$ cat config.mk
export PLATFORM = sky130hd
export DESIGN_NAME = needs_engine
export DESIGN_NICKNAME = d
export VERILOG_FILES = /design/src/rtl/needs_pkg.sv /design/src/rtl/tick_prescaler.sv /design/src/rtl/needs_engine.sv
export SDC_FILE = /design/constraint.sdc
export NUM_CORES = 1
export LEC_CHECK = 0
export BUFFER_PORTS_ARGS = -buffer_cell sky130_fd_sc_hd__buf_2
export CAP_MARGIN = 20
export CELL_PAD_IN_SITES_DETAIL_PLACEMENT = 1
export CELL_PAD_IN_SITES_GLOBAL_PLACEMENT = 1
export CORE_ASPECT_RATIO = 1.1
export CORE_MARGIN = 4
export CORE_UTILIZATION = 49
export DETAILED_ROUTE_END_ITERATION = 10
export PLACE_DENSITY = 0.92
export RECOVER_POWER = 100
export SLEW_MARGIN = 20
export SYNTH_ARGS = -nofsm -noshare
export SYNTH_HDL_FRONTEND = slang
export SYNTH_SLANG_ARGS = --single-unit
$ cat constraint.sdc
create_clock -name clk -period 9.19 [get_ports clk]
set_input_delay 0.919 -clock clk [delete_from_list [all_inputs] [get_ports clk]]
set_output_delay 0.919 -clock clk [all_outputs]
set_load 0.02 [all_outputs]
$ cat src/rtl/needs_pkg.sv
// Shared types and constants for the needs engine: action codes, FSM states,
// need indices, decay periods and the 4-bit level type.
package needs_pkg;

   localparam logic [2:0] ACT_FEED   = 3'd0;
   localparam logic [2:0] ACT_PLAY   = 3'd1;
   localparam logic [2:0] ACT_MED    = 3'd2;
   localparam logic [2:0] ACT_CLEAN  = 3'd3;
   localparam logic [2:0] ACT_SLEEP  = 3'd4;
   localparam logic [2:0] ACT_SOCIAL = 3'd5;

   typedef enum logic [1:0] {ST_AWAKE, ST_SLEEP, ST_DEAD} state_t;

   localparam int NUM_NEEDS = 6;
   localparam int N_HUNGER  = 0;
   localparam int N_HAPPY   = 1;
   localparam int N_HEALTH  = 2;
   localparam int N_HYGIENE = 3;
   localparam int N_ENERGY  = 4;
   localparam int N_SOCIAL  = 5;

   localparam int PER_HUNGER  = 1;
   localparam int PER_HAPPY   = 2;
   localparam int PER_HEALTH  = 4;
   localparam int PER_HYGIENE = 3;
   localparam int PER_ENERGY  = 2;
   localparam int PER_SOCIAL  = 4;

   typedef logic [3:0] level_t;
   localparam level_t LVL_MAX = 4'd15;

   function automatic int decay_period(input int idx);
      case (idx)
         N_HUNGER:  return PER_HUNGER;
         N_HAPPY:   return PER_HAPPY;
         N_HEALTH:  return PER_HEALTH;
         N_HYGIENE: return PER_HYGIENE;
         N_ENERGY:  return PER_ENERGY;
         default:   return PER_SOCIAL;
      endcase
   endfunction

   // True on the phase slot where a need with this period gains one level.
   function automatic logic decay_due(input int idx, input logic [3:0] phase);
      int p = decay_period(idx);
      return (int'(phase) % p) == (p - 1);
   endfunction

   function automatic logic relieves(input int idx, input logic [2:0] sel);
      case (idx)
         N_HUNGER:  return sel == ACT_FEED;
         N_HAPPY:   return sel == ACT_PLAY;
         N_HEALTH:  return sel == ACT_MED;
         N_HYGIENE: return sel == ACT_CLEAN;
         N_SOCIAL:  return sel == ACT_SOCIAL;
         default:   return 1'b0;
      endcase
   endfunction

   function automatic level_t clamp_level(input logic signed [5:0] v);
      if (v < 6'sd0) return 4'd0;
      else if (v > 6'sd15) return LVL_MAX;
      else return v[3:0];
   endfunction

endpackage

$ cat src/rtl/tick_prescaler.sv
// Free-running divider: one-cycle tick every TICK_DIV clocks, on count TICK_DIV-1.
// Tick is combinational from the registered count; no backpressure.
module tick_prescaler #(
   parameter int TICK_DIV = 1000
) (
   input  logic clk,
   input  logic rst,
   output logic tick
);

   localparam int CW = $clog2(TICK_DIV);

   logic [CW-1:0] cnt_q, cnt_d;

   always_comb begin
      tick  = (cnt_q == CW'(TICK_DIV - 1));
      cnt_d = tick ? '0 : cnt_q + CW'(1);
   end

   always_ff @(posedge clk) begin
      if (rst) cnt_q <= '0;
      else     cnt_q <= cnt_d;
   end

endmodule

$ cat src/rtl/needs_engine.sv
// Six need levels decaying on a game tick, relieved by accepted actions; AWAKE/SLEEP/DEAD FSM.
// Levels update one cycle after accept; action_ready drops while asleep or dead (no queuing).
module needs_engine
   import needs_pkg::*;
#(
   parameter int TICK_DIV    = 1000,
   parameter int ACTION_AMT  = 4,
   parameter int SLEEP_TICKS = 8
) (
   input  logic       clk,
   input  logic       rst,
   input  logic       action_valid,
   input  logic [2:0] action_sel,
   output logic       action_ready,
   output logic [3:0] hunger,
   output logic [3:0] happiness,
   output logic [3:0] health,
   output logic [3:0] hygiene,
   output logic [3:0] energy,
   output logic [3:0] social,
   output logic       asleep,
   output logic       dead
);

   localparam logic signed [5:0] AMT = 6'(ACTION_AMT);

   logic   tick;
   logic   accept;
   logic   any_crit;
   state_t state_q, state_d;
   logic [3:0] phase_q, phase_d;
   logic [7:0] slp_cnt_q, slp_cnt_d;
   level_t [NUM_NEEDS-1:0] lvl_q, lvl_d, lvl_nx;

   tick_prescaler #(.TICK_DIV(TICK_DIV)) u_prescaler (
      .clk  (clk),
      .rst  (rst),
      .tick (tick)
   );

   // Candidate next levels: decay, play bonus and relief folded into one signed step.
   always_comb begin
      logic signed [5:0] s;
      s        = '0;
      accept   = action_valid && (state_q == ST_AWAKE);
      any_crit = 1'b0;
      lvl_nx   = lvl_q;
      for (int i = 0; i < NUM_NEEDS; i++) begin
         s = $signed({2'b00, lvl_q[i]});
         if (i == N_ENERGY && state_q == ST_SLEEP) begin
            if (tick) s = s - 6'sd1;
         end else if (tick && decay_due(i, phase_q)) begin
            s = s + 6'sd1;
         end
         if (accept && relieves(i, action_sel)) s = s - AMT;
         if (accept && i == N_ENERGY && action_sel == ACT_PLAY) s = s + 6'sd1;
         lvl_nx[i] = clamp_level(s);
         if (lvl_nx[i] == LVL_MAX) any_crit = 1'b1;
      end
   end

   always_comb begin
      state_d   = state_q;
      phase_d   = phase_q;
      slp_cnt_d = slp_cnt_q;
      lvl_d     = lvl_q;
      case (state_q)
         ST_AWAKE: begin
            lvl_d = lvl_nx;
            if (tick) phase_d = (phase_q == 4'd11) ? 4'd0 : phase_q + 4'd1;
            if (any_crit) begin
               state_d = ST_DEAD;
            end else if (accept && action_sel == ACT_SLEEP) begin
               state_d   = ST_SLEEP;
               slp_cnt_d = '0;
            end
         end
         ST_SLEEP: begin
            lvl_d = lvl_nx;
            if (tick) begin
               phase_d   = (phase_q == 4'd11) ? 4'd0 : phase_q + 4'd1;
               slp_cnt_d = slp_cnt_q + 8'd1;
            end
            // Death wins over waking on the same tick.
            if (any_crit) begin
               state_d = ST_DEAD;
            end else if (tick && (lvl_nx[N_ENERGY] == 4'd0 ||
                                  slp_cnt_d == 8'(SLEEP_TICKS))) begin
               state_d = ST_AWAKE;
            end
         end
         default: begin
            state_d = ST_DEAD;
         end
      endcase
   end

   always_ff @(posedge clk) begin
      if (rst) begin
         state_q   <= ST_AWAKE;
         phase_q   <= '0;
         slp_cnt_q <= '0;
         lvl_q     <= '0;
      end else begin
         state_q   <= state_d;
         phase_q   <= phase_d;
         slp_cnt_q <= slp_cnt_d;
         lvl_q     <= lvl_d;
      end
   end

   assign action_ready = (state_q == ST_AWAKE);
   assign asleep       = (state_q == ST_SLEEP);
   assign dead         = (state_q == ST_DEAD);
   assign hunger       = lvl_q[N_HUNGER];
   assign happiness    = lvl_q[N_HAPPY];
   assign health       = lvl_q[N_HEALTH];
   assign hygiene      = lvl_q[N_HYGIENE];
   assign energy       = lvl_q[N_ENERGY];
   assign social       = lvl_q[N_SOCIAL];

endmodule

Word-level counts from Yosys, hierarchy flattened

Index checks and enable logic that the tools add are counted.

Flip-flop bits (word level): 48
Latch bits: 0
Memory bits (writable): 0
ROM bits: 0
Input bits: 6
Output and inout bits: 27
Word-level logic and storage cells: 130
Memories kept: 0

Add/subtract/negate cells: 17
Multiply operators: 0
Divide/modulo/power cells: 2
Magnitude comparators: 12
Equality and inequality tests: 23
Shift operators: 0
Multiplexer cells: 44
Bitwise gates (word level): 0
Reductions and logical operators: 22

Operator list:

| kind                    | number |
|---|---|
| $mux W6                 | 9 |
| $mux W4                 | 13 |
| $gt A6 B5 Y1 const B    | 6 |
| $lt A6 B1 Y1 const B    | 6 |
| $eq A32 B3 Y1 const B   | 1 |
| $eq A32 B32 Y1          | 1 |
| $mod A5 B3 Y32 const B  | 1 |
| $mod A5 B32 Y32         | 1 |
| $mux W32                | 1 |
| $mux W8                 | 4 |
| $sub A32 B2 Y32 const B | 1 |
| $add A4 B1 Y5 const B   | 6 |
| $sub A6 B4 Y6 const B   | 5 |
| $eq A4 B4 Y1 const B    | 7 |
| $mux W5                 | 5 |
| $pmux W8 S2             | 1 |
| $logic_and A1 B1 Y1     | 12 |
| $add A10 B1 Y10 const B | 1 |
| $eq A10 B10 Y1 const B  | 1 |
| $add A8 B1 Y8 const B   | 1 |
| $eq A8 B4 Y1 const B    | 1 |
| $mux W2                 | 4 |
| $add A6 B2 Y6 const B   | 1 |
| $eq A3 B2 Y1 const B    | 2 |
| other kinds (19)        | 29 |

Logic depth before layout (Yosys ltp)

Depth after elaboration: 18
Depth in mapped cells: 20
Gate-level depth less buffers: 18

Hierarchy

A second synthesis with hierarchy kept.

Cells, all modules: 552
Area, all modules: 4,097.7 µm²

Modules (own cells, without submodules):

| module         | instances | cells each | area an instance (µm²) | sequential area each (µm²) |
|---|---|---|---|---|
| needs_engine   | 1         | 496        | 3,607.2                | 760.7 |
| tick_prescaler | 1         | 56         | 490.5                  | 200.2 |

Worst setup path after synthesis

Ideal clock, no wire load.

Kind: register to register
From: register phase_q[2]
To: register slp_cnt_q[1]
Setup time: 91 ps
Arrival: 3,957 ps
Data required time: 9,099 ps
Slack: 5,142 ps
Cell stages (with the launch flop): 21
Buffers on the path: 2
Period minus slack after synthesis: 4,048 ps
Cell sequence: dfxtp_1 > buf_2 > and2b_1 > ha_1 > buf_4 > a211o_1 > o211ai_1 > nand3_1 > ha_1 > inv_1 > a32oi_1 > o31a_4 > nor4_4 > xnor2_1 > ha_1 > nand2_1 > xor2_1 > and3_1 > a31oi_2 > nand4_4 > a311oi_1

Longest elaborated chain between the ends: 15

RTL lines:

| element                                                  | line                                   | RTL |
|---|---|---|
| start: declaration                                       | needs_engine.sv:31                     | `logic [3:0] phase_q, phase_d;` |
| start signal: assignment                                 | needs_engine.sv:106                    | `phase_q <= phase_d;` |
| $mod A5 B32 Y32 / $mod A5 B3 Y32 (equally long branches) | needs_pkg.sv:46                        | `return (int'(phase) % p) == (p - 1);` |
| $eq A32 B32 Y1 / $eq A32 B3 Y1 (equally long branches)   | needs_pkg.sv:46                        |  |
| $logic_and A1 B1 Y1                                      | needs_engine.sv:52                     | `end else if (tick && decay_due(i, phase_q)) begin` |
| $mux W5                                                  | needs_engine.sv:52                     |  |
| $mux W6 / $sub A6 B4 Y6 (equally long branches)          | needs_engine.sv:50, needs_engine.sv:55 |  |
| $add A6 B2 Y6 / $mux W6 (equally long branches)          | needs_engine.sv:56, needs_engine.sv:55 |  |
| $mux W6 / $gt A6 B5 Y1 (equally long branches)           | needs_engine.sv:56, needs_pkg.sv:62    |  |
| $gt A6 B5 Y1 / $mux W4 (equally long branches)           | needs_pkg.sv:62                        | `else if (v > 6'sd15) return LVL_MAX;` |
| $mux W4 (on tied branches)                               | needs_pkg.sv:62, needs_pkg.sv:61       |  |
| $mux W4 / $eq A4 B4 Y1 (equally long branches)           | needs_pkg.sv:61, needs_engine.sv:58    |  |
| $eq A4 B4 Y1 / $mux W1 (equally long branches)           | needs_engine.sv:58                     | `if (lvl_nx[i] == LVL_MAX) any_crit = 1'b1;` |
| $mux W1 * (2 in series)                                  | needs_engine.sv:58                     |  |
| $ne A2 B2 Y1 (no source line) *                          | n/a                                    |  |
| $reduce_and A3 Y1 (no source line) *                     | n/a                                    |  |
| end signal: assignment                                   | needs_engine.sv:107                    | `slp_cnt_q <= slp_cnt_d;` |
| end: declaration                                         | needs_engine.sv:32                     | `logic [7:0] slp_cnt_q, slp_cnt_d;` |

Mark *: on every way between the ends. The rest lies on a longest branch, timed or not.
A chain may end at the register's enable or synchronous reset.

Final worst setup path

From: register phase_q[3]
To: register slp_cnt_q[2]

The elaborated chain is that of the path after synthesis.

==> flow_metrics.py <==
metrics = {
    "synthesis": {
        "synth_most_common_cell": "nor2_1",
        "synth-edff-count": 0,
        "synthArstFlopShare_pct": 0,
        "synth_nets": 585,
        "ys_ff_latch": 48,
        "synth_compound_area_share_pct": 23.01,
        "netlist_area_um2": 4225,
        "synth_fa_ha_area_share_pct": 6.515,
        "synthTopCellsByArea": "dfxtp_1 (23%), ha_1 (6.5%), nor2_1 (6.0%)",
        "ys_seq_area_share_pct": 22.74,
        "yosys.area.top_type": "dfxtp_1",
        "ys_warn_count": 0,
        "synth-simple-area-share_pct": 31.98,
        "yosysUniqueCellTypes": 76,
        "synth_top_flop_cell": "dfxtp_1",
        "synth_top_cells_by_count": "nor2_1 (68), dfxtp_1 (48), nand2_1 (41)",
        "synth_cells": 557,
        "avgSynthCellArea_um2": 7.586,
        "synthMuxAreaShare_pct": 3.583,
        "synth_top_area_share_pct": 22.74,
        "synth_top_family_by_area": "simple AND/OR/NAND/NOR gates",
        "synth_xor_area_share_pct": 6.840,
    },
    "placement": {
        "gp_congestion": 0.9330,
        "numPortBuffers": 32,
        "hpwl_um": 9173,
    },
    "floorplan": {
        "rows": 35,
        "start_util_pct": 50.25,
        "core-area_um2": 8408,
        "chipHeight_um": 105.4,
        "die_area_um2": 10170,
        "ioPinCount": 33,
        "die_w_um": 96.54,
    },
    "final_layout": {
        "multi_input_area_um2": 2993,
        "drive_gt1_share_pct": 4.904,
        "seqCellArea_um2": 960.9,
        "antenna_cells": 0,
        "area_growth_pct": 4.590,
        "fill_cells": 1121,
        "final_nets": 598,
    },
    "global_routing": {
        "grt_max_degree": 49,
        "overflow": 0,
        "grt_pass1_vias": 4440,
        "grt_pass1_wl_um": 20810,
        "grt.total_usage_pct": 24.79,
        "antenna_found_initial": 0,
    },
    "setup_path": {
        "crit_fanout": 16,
        "required_ns": 9.38,
        "slowest_stage": "dfxtp_1",
        "max_stage_delay_ns": 0.64,
        "crit_type": "reg2reg",
        "arrival_ns": 5.22,
        "path_cells": "and2b_1 > ha_1 > a211o_1 > o211ai_1 > nand3_1 > ha_1 > inv_1 > o32ai_1 > a2111o_1 > nor3_1 > xnor2_1 > ha_1 > nand2_1 > xor2_1 > and3_1 > a31oi_1 > nand4_1 > a311oi_1",
        "critPathTopFamily": "compound AO/OA/AOI/OAI gates",
        "critPathBufInv": 1,
        "endpoint_kind": "flop",
        "cp-start-kind": "flop",
        "cpMostUsedCell": "ha_1",
    },
    "clock_network": {
        "cts_tree": "built",
        "htreeDepth": 2,
        "cts_setup_buffers": 0,
        "clock_latency_ns": 0.31,
        "clock-sinks": 48,
        "cts_buffers": 5,
        "clockBufferDepth": 2,
        "cts_root_buf": "clkbuf_8",
        "cts.hold.buffers_added": 0,
        "path_clk_slew_ns": 0.11,
        "post_cts_resized": 0,
    },
    "sta": {
        "rsz0062_at_grt": "no",
        "fin_skew_ns": 0.01278,
        "worstMarginPinSlew_ns": 2.317,
        "setup_viol": 0,
        "period_share_pct": 54.69,
        "tns_ns": 0,
        "fmax_ghz": 0.1990,
        "relSlewSlack_pct": -54.45,
        "slew_violations": 89,
        "fin_crit_ns": 5.026,
        "hold_viol_final": 0,
    },
    "drt": {
        "drt_pass1_iterations": 5,
        "vias": 4299,
        "postRouteAntennaNets": 0,
        "wl_per_cell_um": 18.21,
        "vias_per_cell": 6.304,
        "drc": 0,
        "drtIter0Drc": 203,
        "drt-total-wl_um": 12420,
    },
    "outcome": {
        "failed_checks": "max-capacitance violations, max-slew violations",
        "status": "finished, violations left",
    },
    "power": {
        "peakVddDrop_v": 0.00005899,
        "power.total_w": 0.0004424,
        "p_leak_nw": 1.560,
        "power.density_nw_per_um2": 100.1,
    },
    "job": {
        "cap_violations": 2,
    },
    "min_path": {
        "hold_class": "reg2reg",
    },
}
==> where the power goes <==
part	switching [W]	leakage (nW)	internal (W)
logic	0.0000364	1.11	0.0000186
registers	0.00000795	0.388	0.000213
clock network	0.0000842	0.0583	0.0000822
==> placed cells by master, fill, tap and decap left out, drive strengths merged, types with 11 or more instances in the layout <==
| master | netlist | routed |
|---|---|---|
| o211ai | 11 | 11 |
| dfxtp | 48 | 48 |
| inv | 18 | 18 |
| mux2i | 14 | 14 |
| clkbuf | 12 | 32 |
| nand3 | 32 | 32 |
| xor2 | 12 | 12 |
| o21ai | 22 | 22 |
| xnor2 | 21 | 21 |
| a21oi | 40 | 40 |
| ha | 22 | 22 |
| nand2 | 41 | 41 |
| nor3 | 37 | 37 |
| nor2 | 69 | 69 |
==> cell families after synthesis <==
group | after synthesis
mux | 15
flops | 48
xor+xnor | 33
buf+inv | 47
compound gates | 141
fa+ha+maj | 22
simple gates | 251
==> flip-flops by register name, summed over array words and instances, names as in the netlist <==
name               flops
phase_q                4
social                 4
hunger                 4
happiness              4
hygiene                4
u_prescaler.cnt_q     10
state_q                2
energy                 4
health                 4
slp_cnt_q              8
==> metal layers <==
layer	part of all wire, %	global-route usage, %	vias to the layer above
met2	51	43.89	75
met1	43	31.03	2111
met4	2.0	7.014	0
met3	3.4	2.855	25
met5	0	0	-
li1	-	-	2088
==> path summary, 6_finish.rpt <==
check | from | to | slack, ns | depth (start not counted)
hold reg to reg | u_prescaler.cnt_q[0]$_SDFF_PP0_ | u_prescaler.cnt_q[0]$_SDFF_PP0_ | 0.50 | 1
setup / recovery | phase_q[3]$_SDFFE_PP0P_ | slp_cnt_q[2]$_SDFFE_PP0P_ | 4.16 | 18
hold / removal | u_prescaler.cnt_q[0]$_SDFF_PP0_ | u_prescaler.cnt_q[0]$_SDFF_PP0_ | 0.50 | 1
setup reg to reg | phase_q[3]$_SDFFE_PP0P_ | slp_cnt_q[2]$_SDFFE_PP0P_ | 4.16 | 18
==> layout make-up <==
class                      instances  share of cell area (%)
clock buffer                       5                   1.557
clock inverter                     3                   1.076
inverter                          19                   1.614
multi-input combinational        462                   67.72
sequential                        48                   21.74
tap                              111                   3.143
timing repair buffer              34                   3.143
==> per-stage QoR <==
step                      area (um^2)  hold WS [ns]  setup slack, ns  std cells  util (%)
after floorplan                  4225        0.4557            5.142        557         -
after global placement           4385        0.4784            4.766        674     52.16
after detailed placement         4385        0.4839            4.435        674     52.16
after CTS                        4502        0.4991            4.406        682     53.54
after global routing             4419        0.5205            3.707        682     52.56
final                            4419        0.4982            4.164        682     52.56
==> worst reg2reg max path, delay by kind of cell, from the launching register on <==
family,cells,cell delay [ns]
XOR/XNOR,2,0.36
AO/OA/AOI/OAI,6,1.66
flip-flops,1,0.64
adder cells (fa/ha/maj),3,0.74
AND/OR/NAND/NOR,6,1.39
buffers and inverters,1,0.12
Power figures use the tool's default switching activity.
